--- config.mk ---
export PLATFORM = sky130hd
export DESIGN_NAME = imem_arbiter_flat
export DESIGN_NICKNAME = d
export VERILOG_FILES = /design/src/rtl/imem_arbiter_if.sv /design/src/rtl/imem_arbiter.sv /design/src/flat_wrapper.sv
export SDC_FILE = /design/constraint.sdc
export NUM_CORES = 1
export LEC_CHECK = 0
export ABC_CLOCK_PERIOD_IN_PS = 2150
export CORE_MARGIN = 2
export CORE_UTILIZATION = 25
export DETAILED_ROUTE_END_ITERATION = 8
export PLACE_DENSITY_LB_ADDON = 0.3
export RECOVER_POWER = 25
export REMOVE_ABC_BUFFERS = 1
export SYNTH_ARGS = -nofsm -noshare
export SYNTH_HDL_FRONTEND = slang
export SYNTH_SLANG_ARGS = --single-unit
--- constraint.sdc ---
create_clock -name clk -period 2.15 [get_ports clk]
set_clock_uncertainty 0.2 [all_clocks]
set_input_delay 0.215 -clock clk [delete_from_list [all_inputs] [get_ports clk]]
set_output_delay 0.215 -clock clk [all_outputs]
set_load 0.01 [all_outputs]
--- src/rtl/imem_arbiter_if.sv ---
// rtl/imem_arbiter_if.sv - request, response and ROM signals of the instruction-memory arbiter
interface imem_arbiter_if #(
    parameter int ADDR_W = 32,
    parameter int DATA_W = 32
);
    logic              i_req0;
    logic              i_req1;
    logic [ADDR_W-1:0] i_addr0;
    logic [ADDR_W-1:0] i_addr1;
    logic              o_gnt0;
    logic              o_gnt1;
    logic              o_rvalid0;
    logic              o_rvalid1;
    logic [DATA_W-1:0] o_rdata;
    logic              o_rerr;
    logic [ADDR_W-1:0] o_mem_addr;
    logic              o_mem_ready;
    logic              i_mem_valid;
    logic [DATA_W-1:0] i_mem_rdata;

    modport slave (
        input  i_req0, i_req1, i_addr0, i_addr1, i_mem_valid, i_mem_rdata,
        output o_gnt0, o_gnt1, o_rvalid0, o_rvalid1, o_rdata, o_rerr,
        output o_mem_addr, o_mem_ready
    );

    modport master (
        output i_req0, i_req1, i_addr0, i_addr1, i_mem_valid, i_mem_rdata,
        input  o_gnt0, o_gnt1, o_rvalid0, o_rvalid1, o_rdata, o_rerr,
        input  o_mem_addr, o_mem_ready
    );
endinterface

--- src/rtl/imem_arbiter.sv ---
// rtl/imem_arbiter.sv - two-port round-robin arbiter in front of an instruction ROM
module imem_arbiter #(
    parameter int ADDR_W  = 32,
    parameter int DATA_W  = 32,
    parameter int TIMEOUT = 8
) (
    input  logic           clk,
    input  logic           rst,
    imem_arbiter_if.slave  bus
);
    localparam int CNT_W = $clog2(TIMEOUT + 1);
    localparam logic [CNT_W-1:0] CNT_LAST = CNT_W'(TIMEOUT - 1);
    localparam logic [CNT_W-1:0] CNT_MAX  = CNT_W'(TIMEOUT);

    typedef enum logic [1:0] {IDLE, WAIT, RESP} state_t;

    state_t            state;
    logic              sel;
    logic              prio1;
    logic [CNT_W-1:0]  cnt;
    logic              win;
    logic [ADDR_W-1:0] win_addr;
    logic              misaligned;

    // Under contention the pointer picks the port that lost last time.
    always_comb begin
        win = 1'b0;
        if (bus.i_req0 && bus.i_req1) begin
            win = prio1;
        end else begin
            win = bus.i_req1;
        end
        win_addr   = win ? bus.i_addr1 : bus.i_addr0;
        misaligned = (win_addr[1:0] != 2'b00);
    end

    always_ff @(posedge clk) begin
        if (rst) begin
            state           <= IDLE;
            sel             <= 1'b0;
            prio1           <= 1'b0;
            cnt             <= '0;
            bus.o_gnt0      <= 1'b0;
            bus.o_gnt1      <= 1'b0;
            bus.o_rvalid0   <= 1'b0;
            bus.o_rvalid1   <= 1'b0;
            bus.o_rdata     <= '0;
            bus.o_rerr      <= 1'b0;
            bus.o_mem_addr  <= '0;
            bus.o_mem_ready <= 1'b0;
        end else begin
            bus.o_gnt0    <= 1'b0;
            bus.o_gnt1    <= 1'b0;
            bus.o_rvalid0 <= 1'b0;
            bus.o_rvalid1 <= 1'b0;
            case (state)
                IDLE: begin
                    if (bus.i_req0 || bus.i_req1) begin
                        bus.o_gnt0     <= ~win;
                        bus.o_gnt1     <= win;
                        sel            <= win;
                        prio1          <= ~win;
                        bus.o_mem_addr <= win_addr;
                        cnt            <= '0;
                        // Misaligned fetches never reach the ROM.
                        if (misaligned) begin
                            bus.o_mem_ready <= 1'b0;
                            bus.o_rerr      <= 1'b1;
                            bus.o_rdata     <= '0;
                            state           <= RESP;
                        end else begin
                            bus.o_mem_ready <= 1'b1;
                            state           <= WAIT;
                        end
                    end
                end
                WAIT: begin
                    if (bus.i_mem_valid) begin
                        bus.o_rdata     <= bus.i_mem_rdata;
                        bus.o_rerr      <= 1'b0;
                        bus.o_mem_ready <= 1'b0;
                        state           <= RESP;
                    end else if (cnt == CNT_LAST) begin
                        bus.o_rdata     <= '0;
                        bus.o_rerr      <= 1'b1;
                        bus.o_mem_ready <= 1'b0;
                        state           <= RESP;
                    end else if (cnt != CNT_MAX) begin
                        cnt <= cnt + 1'b1;
                    end
                end
                RESP: begin
                    bus.o_rvalid0   <= ~sel;
                    bus.o_rvalid1   <= sel;
                    bus.o_mem_ready <= 1'b0;
                    state           <= IDLE;
                end
                default: begin
                    bus.o_mem_ready <= 1'b0;
                    state           <= IDLE;
                end
            endcase
        end
    end
endmodule

--- src/flat_wrapper.sv ---
// flat-port wrapper written by rule: the top's interface ports become plain ports
module imem_arbiter_flat 
#(
    parameter int ADDR_W  = 32,
    parameter int DATA_W  = 32,
    parameter int TIMEOUT = 8
)
  (clk, rst, bus_i_req0, bus_i_req1, bus_i_addr0, bus_i_addr1, bus_i_mem_valid, bus_i_mem_rdata, bus_o_gnt0, bus_o_gnt1, bus_o_rvalid0, bus_o_rvalid1, bus_o_rdata, bus_o_rerr, bus_o_mem_addr, bus_o_mem_ready);
  imem_arbiter_if #(.ADDR_W(ADDR_W), .DATA_W(DATA_W)) bus_i ();
  input  logic clk;
  input  logic rst;
  input wire logic [$bits(bus_i.i_req0)-1:0] bus_i_req0;
  input wire logic [$bits(bus_i.i_req1)-1:0] bus_i_req1;
  input wire logic [$bits(bus_i.i_addr0)-1:0] bus_i_addr0;
  input wire logic [$bits(bus_i.i_addr1)-1:0] bus_i_addr1;
  input wire logic [$bits(bus_i.i_mem_valid)-1:0] bus_i_mem_valid;
  input wire logic [$bits(bus_i.i_mem_rdata)-1:0] bus_i_mem_rdata;
  output wire logic [$bits(bus_i.o_gnt0)-1:0] bus_o_gnt0;
  output wire logic [$bits(bus_i.o_gnt1)-1:0] bus_o_gnt1;
  output wire logic [$bits(bus_i.o_rvalid0)-1:0] bus_o_rvalid0;
  output wire logic [$bits(bus_i.o_rvalid1)-1:0] bus_o_rvalid1;
  output wire logic [$bits(bus_i.o_rdata)-1:0] bus_o_rdata;
  output wire logic [$bits(bus_i.o_rerr)-1:0] bus_o_rerr;
  output wire logic [$bits(bus_i.o_mem_addr)-1:0] bus_o_mem_addr;
  output wire logic [$bits(bus_i.o_mem_ready)-1:0] bus_o_mem_ready;
  assign bus_i.i_req0 = bus_i_req0;
  assign bus_i.i_req1 = bus_i_req1;
  assign bus_i.i_addr0 = bus_i_addr0;
  assign bus_i.i_addr1 = bus_i_addr1;
  assign bus_i.i_mem_valid = bus_i_mem_valid;
  assign bus_i.i_mem_rdata = bus_i_mem_rdata;
  assign bus_o_gnt0 = bus_i.o_gnt0;
  assign bus_o_gnt1 = bus_i.o_gnt1;
  assign bus_o_rvalid0 = bus_i.o_rvalid0;
  assign bus_o_rvalid1 = bus_i.o_rvalid1;
  assign bus_o_rdata = bus_i.o_rdata;
  assign bus_o_rerr = bus_i.o_rerr;
  assign bus_o_mem_addr = bus_i.o_mem_addr;
  assign bus_o_mem_ready = bus_i.o_mem_ready;
  imem_arbiter #(.ADDR_W(ADDR_W), .DATA_W(DATA_W), .TIMEOUT(TIMEOUT)) u_core (.clk(clk), .rst(rst), .bus(bus_i));
endmodule
After elaboration in Yosys (flattened, before gate mapping). Index checks and enable logic that the tools add are counted.

Register bits after elaboration: 78. Bits of input ports: 101. Output and inout bits: 70. Word-level logic and storage cells: 66.

Add/subtract/negate cells: 1. Equal/unequal tests: 10. Multiplexer cells: 27. Bitwise gates (word level): 5. Reductions and logical operators: 11.

Operators with widths (count): $mux 32 (5); $pmux 32 s2 (1); $mux 4 (4); $mux 1 (9); $mux 2 (4); $pmux 4 s2 (1); $ne 2x1->1 const B (3); $not 1->1 (5); $reduce_and 5->1 (1); $add 4x1->4 const B (1); $eq 4x3->1 const B (1); $ne 2x2->1 const B (2); $ne 4x4->1 const B (1); $pmux 1 s2 (2); $pmux 2 s2 (1); $reduce_and 2->1 (2); $reduce_and 4->1 (1); $reduce_bool 2->1 (2); $ne 3x2->1 const B (1); $reduce_or 3->1 (1); $eq 2x1->1 const B (1); $eq 2x2->1 const B (1); $logic_not 2->1 (1); $reduce_or 2->1 (1); other kinds (2) (2).

Longest topological paths before layout.
Depth in word-level cells: 7. Gate-level depth with buffers: 7. Depth with buffers taken out: 6.

Worst setup path before layout. OpenSTA, ideal clock, no wires.

Path type: reg2reg. Start point: register u_core.cnt[1]. End point: register u_core.bus.o_rdata[0]. Library setup time: 0.117 ns. Arrival time: 1.495 ns. Required time: 1.833 ns. Setup slack: 0.338 ns. Cell stages (with the launch flop): 7. Buffers on the path: 1. Clock period less this slack: 1.812 ns. Path through: dfxtp_1 ha_1 nand3b_1 a211oi_1 a31oi_2 buf_4 a22o_1.

Word-level cells in the longest chain between the ends: 3.

Ends and longest elaborated chain: start: declaration (line imem_arbiter.sv:20) `logic [CNT_W-1:0] cnt;`; start signal: assignment (line imem_arbiter.sv:89) `cnt <= cnt + 1'b1;`; $eq 4x3->1 (line imem_arbiter.sv:83) `end else if (cnt == CNT_LAST) begin`; $ne 3x2->1 (no source line); $reduce_and 4->1 (no source line); end signal: assignment (line imem_arbiter.sv:79) `bus.o_rdata <= bus.i_mem_rdata;`; end: declaration (line imem_arbiter_if.sv:23) `output o_gnt0, o_gnt1, o_rvalid0, o_rvalid1, o_rdata, o_rerr,`.

Every way passes these cells. A chain may end at the register's enable or synchronous reset.

Worst setup path after layout.
Start point: register u_core.cnt[1]. End point: register u_core.bus.o_rdata[1].

The elaborated chain is that of the path after synthesis.

==> run summary <==
Number of max-cap violations = 0
Grt ovf = 0
Global-route wire length before repair = 13200 um
Clk_lat worst skew = 320 ps
Post-DR wirelength/cell = 14.7 um
Drt initial violations = 191
Maximum vdd drop = 0.000310 V
Gate Count Post-Synth = 260
I/O pin cnt = 171
Synth-to-layout area growth = 79.8%
Initial antenna violation count = 0
Setup violations, final = 0
CTS Sinks = 77
Min cycle time layout = 1960 ps
Critical path startpoint category = register
Die span in y = 110 um
Largest net degree at the start of global routing = 33
Final nets = 540
Status = complete, no violations
Total die area = 12100 um2
Final Max Slew Viols = 0
Syn Std Cell Area = 2820 um2
Initial core utilization = 25.7%
Post-layout util = 46.3%
Placed Cells = 566
Total CTS buffers = 9
Crit-path slowest cell = dfxtp_1
Avg Inst Size Synth = 10.8 um2
Crit. End Element = register
Slew headroom = 51.2%
Worst min-delay path category = in2reg
Synth warn = 0
FF+latch count, synth = 77
Pwr dens = 761 nW/um2
Worst slew pin tran = 731 ps
Antenna diodes = 0
WS Path Type = reg2reg
Final Non-Filler Cells = 582
Dpl cell area = 4750 um2
Worst Path Required = 2160 ps
Hold_buf cts = 0
Arrival time at the worst endpoint = 1970 ps
Max incr delay on CP = 380 ps
DRC viols = 0
DRT Wirelength = 8540 um
Most common cell after layout, fill and taps aside = clkdlybuf4s50_1
Pre-Repair DR Iteration Count = 5
Crit-path cells = ha_1 > nand3b_1 > a211oi_2 > a31oi_2 > buf_12 > a22o_1
Reg clk slew, reported paths = 60 ps
I/O Buffers = 170
CTS tree = yes
Via density = 4.68
Detail Placement HPWL = 6210 um
Clk buf depth = 2
Die Width = 110 um
DRT antenna net count = 0
Site row count = 38
CTS root buffer = clkbuf_16
Leak pwr = 2.01 nW
Hold Fails Final Rpt = 0
Yosys cell types = 39
Most used flip-flop cell after synthesis = dfxtp_1
Vias in the first global route = 2698
GR Util All Layers = 13.9%
Routability-driven placement congestion ratio = 0.748
Crit share post-route = 91.1%
RSZ-0062 raised after global routing = false
Number of flops mapped to enable cells by yosys = 0
Most frequent cells in the layout = 139 x clkdlybuf4s50_1, 77 x dfxtp_1, 32 x a22o_1
Total core area = 10900 um2
Fin area = 5060 um2
Share of cells above drive strength 1 = 7.69%
Highest net fanout along the worst path = 32
Seq/Total Area, Yosys = 54.8%
Vias after detailed routing = 2726
Synth async-reset ratio = 0%
Power Total = 0.00385 W
H-tree depth = 3
Post-CTS setup buffer count = 0
Max Freq = 511 MHz
-- path summary, 6_finish.rpt --
check,from,end,slack (ps),depth (start not counted)
max reg2reg,u_core.cnt[1]$_SDFFE_PP0P_,u_core.bus.o_rdata[1]$_SDFFE_PP0P_,190,6
min,bus_i_addr1[8],u_core.bus.o_mem_addr[8]$_SDFFE_PP0N_,260,3
max,u_core.cnt[1]$_SDFFE_PP0P_,u_core.bus.o_rdata[1]$_SDFFE_PP0P_,190,6
min reg2reg,u_core.bus.o_rdata[9]$_SDFFE_PP0P_,u_core.bus.o_rdata[9]$_SDFFE_PP0P_,270,1
-- area by class of cell --
| class | count | area, um2 |
|---|---|---|
| clock inverters | 7 | 96.3 |
| inverters | 5 | 18.8 |
| flip-flops and latches | 77 | 1540 |
| multi-input cells | 158 | 1160 |
| repair buffers | 186 | 1850 |
| clock buffers | 9 | 225 |
| fillers | 1059 | 5870 |
| well taps | 140 | 175 |
-- cell families (layout without fill, tap and decap cells) --
kind of cell	count (synthesis)	count (layout)	synth area share [%]
xor gates and xnor gates	3	3	0.934
DFF	77	77	54.8
and+or+nand+nor	72	72	13.7
buffers and inverters	25	207	4.53
adders and majority gates	2	2	0.889
AOI/OAI and AO/OA	81	81	25.2
-- metrics by stage --
step	setup TNS [ps]	setup WS (ps)	hold WS [ps]
floorplan	-9140	-195	84.1
global placement	-4270	-136	255
detailed placement	-6300	-214	256
CTS	0	131	252
global route	0	64.0	279
finish	0	192	261
-- what timing repair did --
action	CTS	global route
pin swaps	0	0
gates resized for setup	1	1
gates cloned	0	0
setup endpoints to repair	12	32
-- per-layer routing --
layer / wire length [um] / vias to the layer above / track usage [%]
met5: 0 / - / 0
met1: 3760 / 1249 / 17.4
met4: 45 / 0 / 3.75
met2: 3850 / 124 / 22.2
met3: 883 / 4 / 5.70
li1: - / 1349 / -
-- critical path: cells and delay by family, from the launching register on --
| family | cells | cell delay (ps) |
|---|---|---|
| compound gates | 3 | 650 |
| flops | 1 | 380 |
| simple gates | 1 | 220 |
| fa+ha+maj | 1 | 200 |
| buf+inv | 1 | 190 |
-- registers in the layout, summed over array words and instances, names as in the netlist --
name	flops
u_core.bus.o_mem_addr	32
u_core.bus.o_rdata	32
u_core.cnt	4
u_core.state	2
u_core.bus.o_gnt0	1
u_core.bus.o_gnt1	1
u_core.bus.o_rerr	1
u_core.bus.o_rvalid0	1
u_core.bus.o_rvalid1	1
u_core.prio1	1
u_core.sel	1
-- synth_stat cells, types with 4 or more instances --
library cell | count | area share [%]
a221o_1 | 15 | 5.3
a22o_1 | 32 | 10
o21ai_0 | 4 | 0.71
buf_2 | 6 | 1.1
a222oi_1 | 12 | 4.3
nand3_1 | 4 | 0.71
and2_1 | 17 | 3.8
nand2_1 | 10 | 1.3
clkbuf_1 | 9 | 1.2
nor2_1 | 20 | 2.7
dfxtp_1 | 77 | 55
inv_1 | 5 | 0.67
-- where the power goes --
part | switching [W] | total [W] | internal (W)
clock | 0.000586 | 0.00161 | 0.00102
combinational | 0.000268 | 0.000682 | 0.000414
sequential | 0.0000461 | 0.00156 | 0.00152
No activity file was read; power rests on OpenSTA's default activity.
